==> src/rtl/ticket_pkg.sv <==
// Shared definitions for the ticket machine: money/stock widths, coin
// denominations and the change dispenser state encoding.
package ticket_pkg;

  localparam int unsigned MONEY_W = 7;  // shared with vending_machine
  localparam int unsigned STOCK_W = 6;
  localparam int unsigned COIN_W  = 4;

  localparam logic [COIN_W-1:0] COIN10 = 4'd10;
  localparam logic [COIN_W-1:0] COIN5  = 4'd5;
  localparam logic [COIN_W-1:0] COIN1  = 4'd1;

  typedef enum logic [2:0] {
    ST_IDLE,
    ST_SELECT,
    ST_OFFER,
    ST_DONE,
    ST_SHORT
  } disp_state_t;

endpackage

==> src/rtl/coin_selector.sv <==
// Picks the largest coin that fits the remaining change and is in stock.
// Ports:
//   remaining               - change still owed
//   stock10/stock5/stock1   - current stock per denomination
//   value                   - chosen coin value (0 when none)
//   found                   - a payable coin exists
module coin_selector
  import ticket_pkg::*;
(
  input  logic [MONEY_W-1:0] remaining,
  input  logic [STOCK_W-1:0] stock10,
  input  logic [STOCK_W-1:0] stock5,
  input  logic [STOCK_W-1:0] stock1,
  output logic [COIN_W-1:0]  value,
  output logic               found
);

  always_comb begin
    value = '0;
    found = 1'b0;
    if (remaining >= MONEY_W'(COIN10) && stock10 != '0) begin
      value = COIN10;
      found = 1'b1;
    end else if (remaining >= MONEY_W'(COIN5) && stock5 != '0) begin
      value = COIN5;
      found = 1'b1;
    end else if (remaining >= MONEY_W'(COIN1) && stock1 != '0) begin
      value = COIN1;
      found = 1'b1;
    end
  end

endmodule

==> src/rtl/change_dispenser.sv <==
// Pays out change one coin per hopper handshake, largest payable coin first,
// from a finite per-denomination stock; flags a shortage when it runs dry.
// Ports:
//   clk, reset              - clock, synchronous active-high reset
//   start, changeAmount     - begin a payout of changeAmount (IDLE only)
//   refill                  - reload all stocks (IDLE only)
//   hopperReady             - hopper takes the offered coin this cycle
//   coinValid, coinValue    - coin offer to the hopper
//   busy, done, shortage    - status; done/shortage pulse at payout end
//   remaining, coinsGiven   - change still owed, coins paid this payout
//   stock10/stock5/stock1   - current coin stock
module change_dispenser
  import ticket_pkg::*;
#(
  parameter int unsigned STOCK10 = 8,
  parameter int unsigned STOCK5  = 8,
  parameter int unsigned STOCK1  = 16
) (
  input  logic               clk,
  input  logic               reset,
  input  logic               start,
  input  logic [MONEY_W-1:0] changeAmount,
  input  logic               refill,
  input  logic               hopperReady,
  output logic               coinValid,
  output logic [COIN_W-1:0]  coinValue,
  output logic               busy,
  output logic               done,
  output logic               shortage,
  output logic [MONEY_W-1:0] remaining,
  output logic [MONEY_W-1:0] coinsGiven,
  output logic [STOCK_W-1:0] stock10,
  output logic [STOCK_W-1:0] stock5,
  output logic [STOCK_W-1:0] stock1
);

  disp_state_t state, state_next;

  logic [COIN_W-1:0] sel_value;
  logic              sel_found;

  coin_selector u_coin_selector (
    .remaining (remaining),
    .stock10   (stock10),
    .stock5    (stock5),
    .stock1    (stock1),
    .value     (sel_value),
    .found     (sel_found)
  );

  // State register
  always_ff @(posedge clk) begin
    if (reset) state <= ST_IDLE;
    else       state <= state_next;
  end

  // Next-state logic
  always_comb begin
    state_next = state;
    case (state)
      ST_IDLE: begin
        if (start) state_next = (changeAmount == '0) ? ST_DONE : ST_SELECT;
      end
      ST_SELECT: state_next = sel_found ? ST_OFFER : ST_SHORT;
      ST_OFFER: begin
        // Last coin when the offered value exactly covers what is owed
        if (hopperReady)
          state_next = (remaining == MONEY_W'(coinValue)) ? ST_DONE : ST_SELECT;
      end
      ST_DONE:  state_next = ST_IDLE;
      ST_SHORT: state_next = ST_IDLE;
      default:  state_next = ST_IDLE;
    endcase
  end

  // Status outputs decoded from state
  always_comb begin
    coinValid = (state == ST_OFFER);
    busy      = (state != ST_IDLE);
    done      = (state == ST_DONE) || (state == ST_SHORT);
    shortage  = (state == ST_SHORT);
  end

  // Payout datapath: owed amount, coin count, offered coin, stocks
  always_ff @(posedge clk) begin
    if (reset) begin
      coinValue  <= '0;
      remaining  <= '0;
      coinsGiven <= '0;
      stock10    <= STOCK_W'(STOCK10);
      stock5     <= STOCK_W'(STOCK5);
      stock1     <= STOCK_W'(STOCK1);
    end else begin
      case (state)
        ST_IDLE: begin
          if (refill) begin
            stock10 <= STOCK_W'(STOCK10);
            stock5  <= STOCK_W'(STOCK5);
            stock1  <= STOCK_W'(STOCK1);
          end
          if (start) begin
            remaining  <= changeAmount;
            coinsGiven <= '0;
          end
        end
        ST_SELECT: begin
          if (sel_found) coinValue <= sel_value;
        end
        ST_OFFER: begin
          if (hopperReady) begin
            remaining  <= remaining - MONEY_W'(coinValue);
            coinsGiven <= coinsGiven + MONEY_W'(1);
            coinValue  <= '0;
            case (coinValue)
              COIN10:  stock10 <= stock10 - STOCK_W'(1);
              COIN5:   stock5  <= stock5 - STOCK_W'(1);
              COIN1:   stock1  <= stock1 - STOCK_W'(1);
              default: ;
            endcase
          end
        end
        default: ;
      endcase
    end
  end

endmodule

==> config.mk <==
export PLATFORM = sky130hd
export DESIGN_NAME = change_dispenser
export DESIGN_NICKNAME = d
export VERILOG_FILES = /design/src/rtl/ticket_pkg.sv /design/src/rtl/coin_selector.sv /design/src/rtl/change_dispenser.sv
export SDC_FILE = /design/constraint.sdc
export NUM_CORES = 1
export LEC_CHECK = 0
export CAP_MARGIN = 20
export CORE_MARGIN = 1.5
export CORE_UTILIZATION = 49
export CTS_CLUSTER_SIZE = 16
export DETAILED_ROUTE_END_ITERATION = 6
export PLACE_DENSITY = 0.8
export SLEW_MARGIN = 25
export SYNTH_ARGS = -nofsm -noshare
export SYNTH_HDL_FRONTEND = slang
export SYNTH_SLANG_ARGS = --single-unit
export TNS_END_PERCENT = 20
==> constraint.sdc <==
create_clock -name clk -period 2.65 [get_ports clk]
set_clock_uncertainty 0.1 [all_clocks]
set_input_delay 0.265 -clock clk [delete_from_list [all_inputs] [get_ports clk]]
set_output_delay 0.265 -clock clk [all_outputs]
set_load 0.005 [all_outputs]
==> impl_metrics.env <==
export IMPL_switching_share_pct=34.1
export IMPL_syn_inst=249
export IMPL_utilization_pct=67.6
export IMPL_ys_ff_latch=38
export IMPL_worst_path_max_fanout=12
export IMPL_via_count=1966
export IMPL_ir_drop_mv=0.420
export IMPL_grt_pass1_vias=1856
export IMPL_comb_power_share_pct=37.4
export IMPL_insertion_delay_ns=0.29
export IMPL_endpoint_kind="output pin"
export IMPL_synth_common_cells="38 x dfxtp_1, 38 x nor2_1, 14 x inv_1, 14 x nand2_1, 12 x a21oi_1"
export IMPL_cts_max_level=2
export IMPL_vias_per_cell=5.55
export IMPL_die_w_um=68.3
export IMPL_dp_slack_ns=0.365
export IMPL_rsz0062_at_grt="no"
export IMPL_holdPathEnd="coinsGiven[6]$_SDFFE_PP0P_"
export IMPL_postCtsSetupRepairBufs=0
export IMPL_rr_startpoint="stock1[0]$_SDFFE_PP0P_"
export IMPL_hold_viol=0
export IMPL_layout_setup_ws_ns=0.494
export IMPL_worstPathArrival_ns=1.79
export IMPL_clockBufferDepth=2
export IMPL_insertedDiodeCount=0
export IMPL_start_util_pct=51.6
export IMPL_drive_gt1_share_pct=9.21
export IMPL_clk_pin_slew_ns=0.07
export IMPL_synth_top_area_share_pct=36.4
export IMPL_core_area_sq_mm=0.00406
export IMPL_timing_fmax_ghz=0.464
export IMPL_drt_iter0_drc=86
export IMPL_syn_area_sq_mm=0.00209
export IMPL_rr_worst_depth=8
export IMPL_fin_crit_sh_pct=81.3
export IMPL_cts_buffers=5
export IMPL_p_per_area_mw_per_mm2=656
export IMPL_postRouteAntennaNets=0
export IMPL_hp_start="coinsGiven[6]$_SDFFE_PP0P_"
export IMPL_syn_to_final_growth_pct=31.2
export IMPL_p_leak_nw=1.04
export IMPL_rr_endpoint="coinValue[2]$_SDFFE_PP0P_"
export IMPL_post_route_min_period_ns=2.16
export IMPL_hold_buffers=0
export IMPL_yosysTopAreaCell="dfxtp_1"
export IMPL_tightest_slew_ns=0.433
export IMPL_cts_sinks=38
export IMPL_synth_avg_cell_area_sq_um=8.40
export IMPL_synth_edf_count=0
export IMPL_grt_overflow=0
export IMPL_total_power_mw=1.80
export IMPL_syn_nets=270
export IMPL_cts_tree="yes"
export IMPL_slew_headroom_pct=71.1
export IMPL_num_rows=23
export IMPL_finalMaxSlewViolations=0
export IMPL_finalSetupTns_ns=0
export IMPL_place_congestion=0.845
export IMPL_finalNetCount=324
export IMPL_drc_errors=0
export IMPL_seq_power_share_pct=40.0
export IMPL_synth_warning_count=0
export IMPL_p_int_mw=1.19
export IMPL_nFillCells=346
export IMPL_clkPwrFrac_pct=22.6
export IMPL_routed_wl_mm=5.15
export IMPL_grt_use_total_pct=23.8
export IMPL_cts_resized=0
export IMPL_io_buffer_count=51
export IMPL_r2r_setup_slack_ns=0.53
export IMPL_setup_viol=0
export IMPL_max_cap_viol_count=0
export IMPL_critical_path_class="flop to output pin"
export IMPL_ys_types=52
export IMPL_startpoint_type="flop"
export IMPL_drt_pre_antenna_iters=4
export IMPL_antenna_found_initial=0
export IMPL_power_switching_mw=0.614
export IMPL_ys_seq_area_share_pct=36.4
export IMPL_dp_final_hpwl_mm=3.82
export IMPL_synthArstFlopShare_pct=0
export IMPL_die_area_sq_mm=0.00467
export IMPL_die_height_um=68.3
export IMPL_cts_root_buf="clkbuf_8"
export IMPL_hold_path_depth=2
export IMPL_synth_area_top_cells="dfxtp_1 36%, nor2_1 6.8%, ha_1 4.8%"
export IMPL_routedWlPerCell_um=14.5
export IMPL_hold_path_class="flop to flop"
export IMPL_required_ns=2.29
export IMPL_ys_flop_type="dfxtp_1"
export IMPL_grt_pass1_wl_mm=8.39
export IMPL_status="complete, no violations"
export IMPL_grt_max_degree=15
export IMPL_io_pins=52
## registers in the layout, summed over array words and instances, names as in the netlist
register	flops
coinValue	3
coinsGiven	7
remaining	7
state	3
stock1	6
stock10	6
stock5	6
## power by group through the flow
stage / clock (mW) / combinational, mW / sequential, mW
3_5_place_dp: 0 / 0.666 / 0.729
5_1_grt: 0.438 / 0.751 / 0.729
4_1_cts: 0.416 / 0.671 / 0.719
3_3_place_gp: 0 / 0.652 / 0.729
6_report: 0.407 / 0.673 / 0.720
2_1_floorplan: 0 / 0.433 / 0.711
## layer usage
| metal | up-vias | track usage [%] | routed length [um] |
|---|---|---|---|
| met2 | 58 | 39.6 | 2490 |
| met1 | 920 | 29.3 | 2270 |
| li1 | 977 | - | - |
| met4 | 0 | 9.50 | 94 |
| met5 | - | 0 | 0 |
| met3 | 11 | 5.92 | 295 |
## worst max-delay path, stage by stage, from the launching register on
cell and delay, ns:
dfxtp_1 0.41, nor2_1 0.20, nand2_1 0.12, inv_2 0.22, clkdlybuf4s50_1 0.54
## final cells by class
type | instances | area, sq um | share of cell area (%)
well taps | 50 | 62.6 | 2.28
flip-flops and latches | 38 | 761 | 27.7
repair buffers | 55 | 541 | 19.7
clock inverters | 1 | 5.00 | 0.182
clock buffers | 7 | 86.3 | 3.15
inverters | 15 | 56.3 | 2.05
multi-input cells | 188 | 1230 | 44.9
## layout by cell type, fill, tap and decap left out, types with 2 or more instances in the layout
cell type	Yosys	routed
a32oi_1	2	2
mux2i_1	3	3
a21oi_2	3	3
o32ai_1	2	2
or2_2	2	2
clkdlybuf4s50_1	0	51
nand4_1	3	3
o22ai_1	2	2
o21a_1	2	2
clkbuf_8	0	6
nand3_1	11	11
or3_1	4	4
nand2b_1	8	8
xnor2_1	10	10
nor4_1	2	2
dfxtp_1	38	38
nor2_1	38	38
and3_1	5	5
buf_4	3	4
ha_1	8	8
a21o_1	2	2
a21oi_1	12	12
nor3_1	10	10
inv_1	14	14
xor2_1	9	9
o21ai_0	11	11
nor2b_1	2	2
nand2_1	14	14
## worst max path at each step
stage	cells after the start	slack [ns]	endpoint	from
2_1_floorplan	8	0.68	coinValue[2]$_SDFFE_PP0P_	stock1[0]$_SDFFE_PP0P_
3_3_place_gp	6	0.41	coinValue[2]$_SDFFE_PP0P_	hopperReady
3_5_place_dp	6	0.36	coinValue[2]$_SDFFE_PP0P_	hopperReady
4_1_cts	4	0.50	coinValid	state[0]$_SDFFE_PP0P_
5_1_grt	4	0.36	coinValid	state[0]$_SDFFE_PP0P_
6_report	4	0.49	coinValid	state[0]$_SDFFE_PP0P_
## metrics by stage
stage / std cells / hold WS (ns) / cell area, sq um
after floorplan: 249 / 0.305 / 2090
after global placement: 346 / 0.388 / 2650
after detailed placement: 346 / 0.409 / 2650
after CTS: 354 / 0.429 / 2740
after global routing: 354 / 0.446 / 2740
final: 354 / 0.423 / 2740
## cell families (layout without fill, tap and decap cells)
| group | Yosys count | count (layout) | synth area share [%] |
|---|---|---|---|
| and+or+nand+nor | 108 | 108 | 26.1 |
| AOI/OAI and AO/OA | 47 | 47 | 16.4 |
| DFF | 38 | 38 | 36.4 |
| buffers and inverters | 23 | 78 | 4.72 |
| xor gates and xnor gates | 19 | 19 | 7.95 |
| adders and majority gates | 9 | 9 | 5.74 |
| muxes | 5 | 5 | 2.69 |
Power figures use the tool's default switching activity.
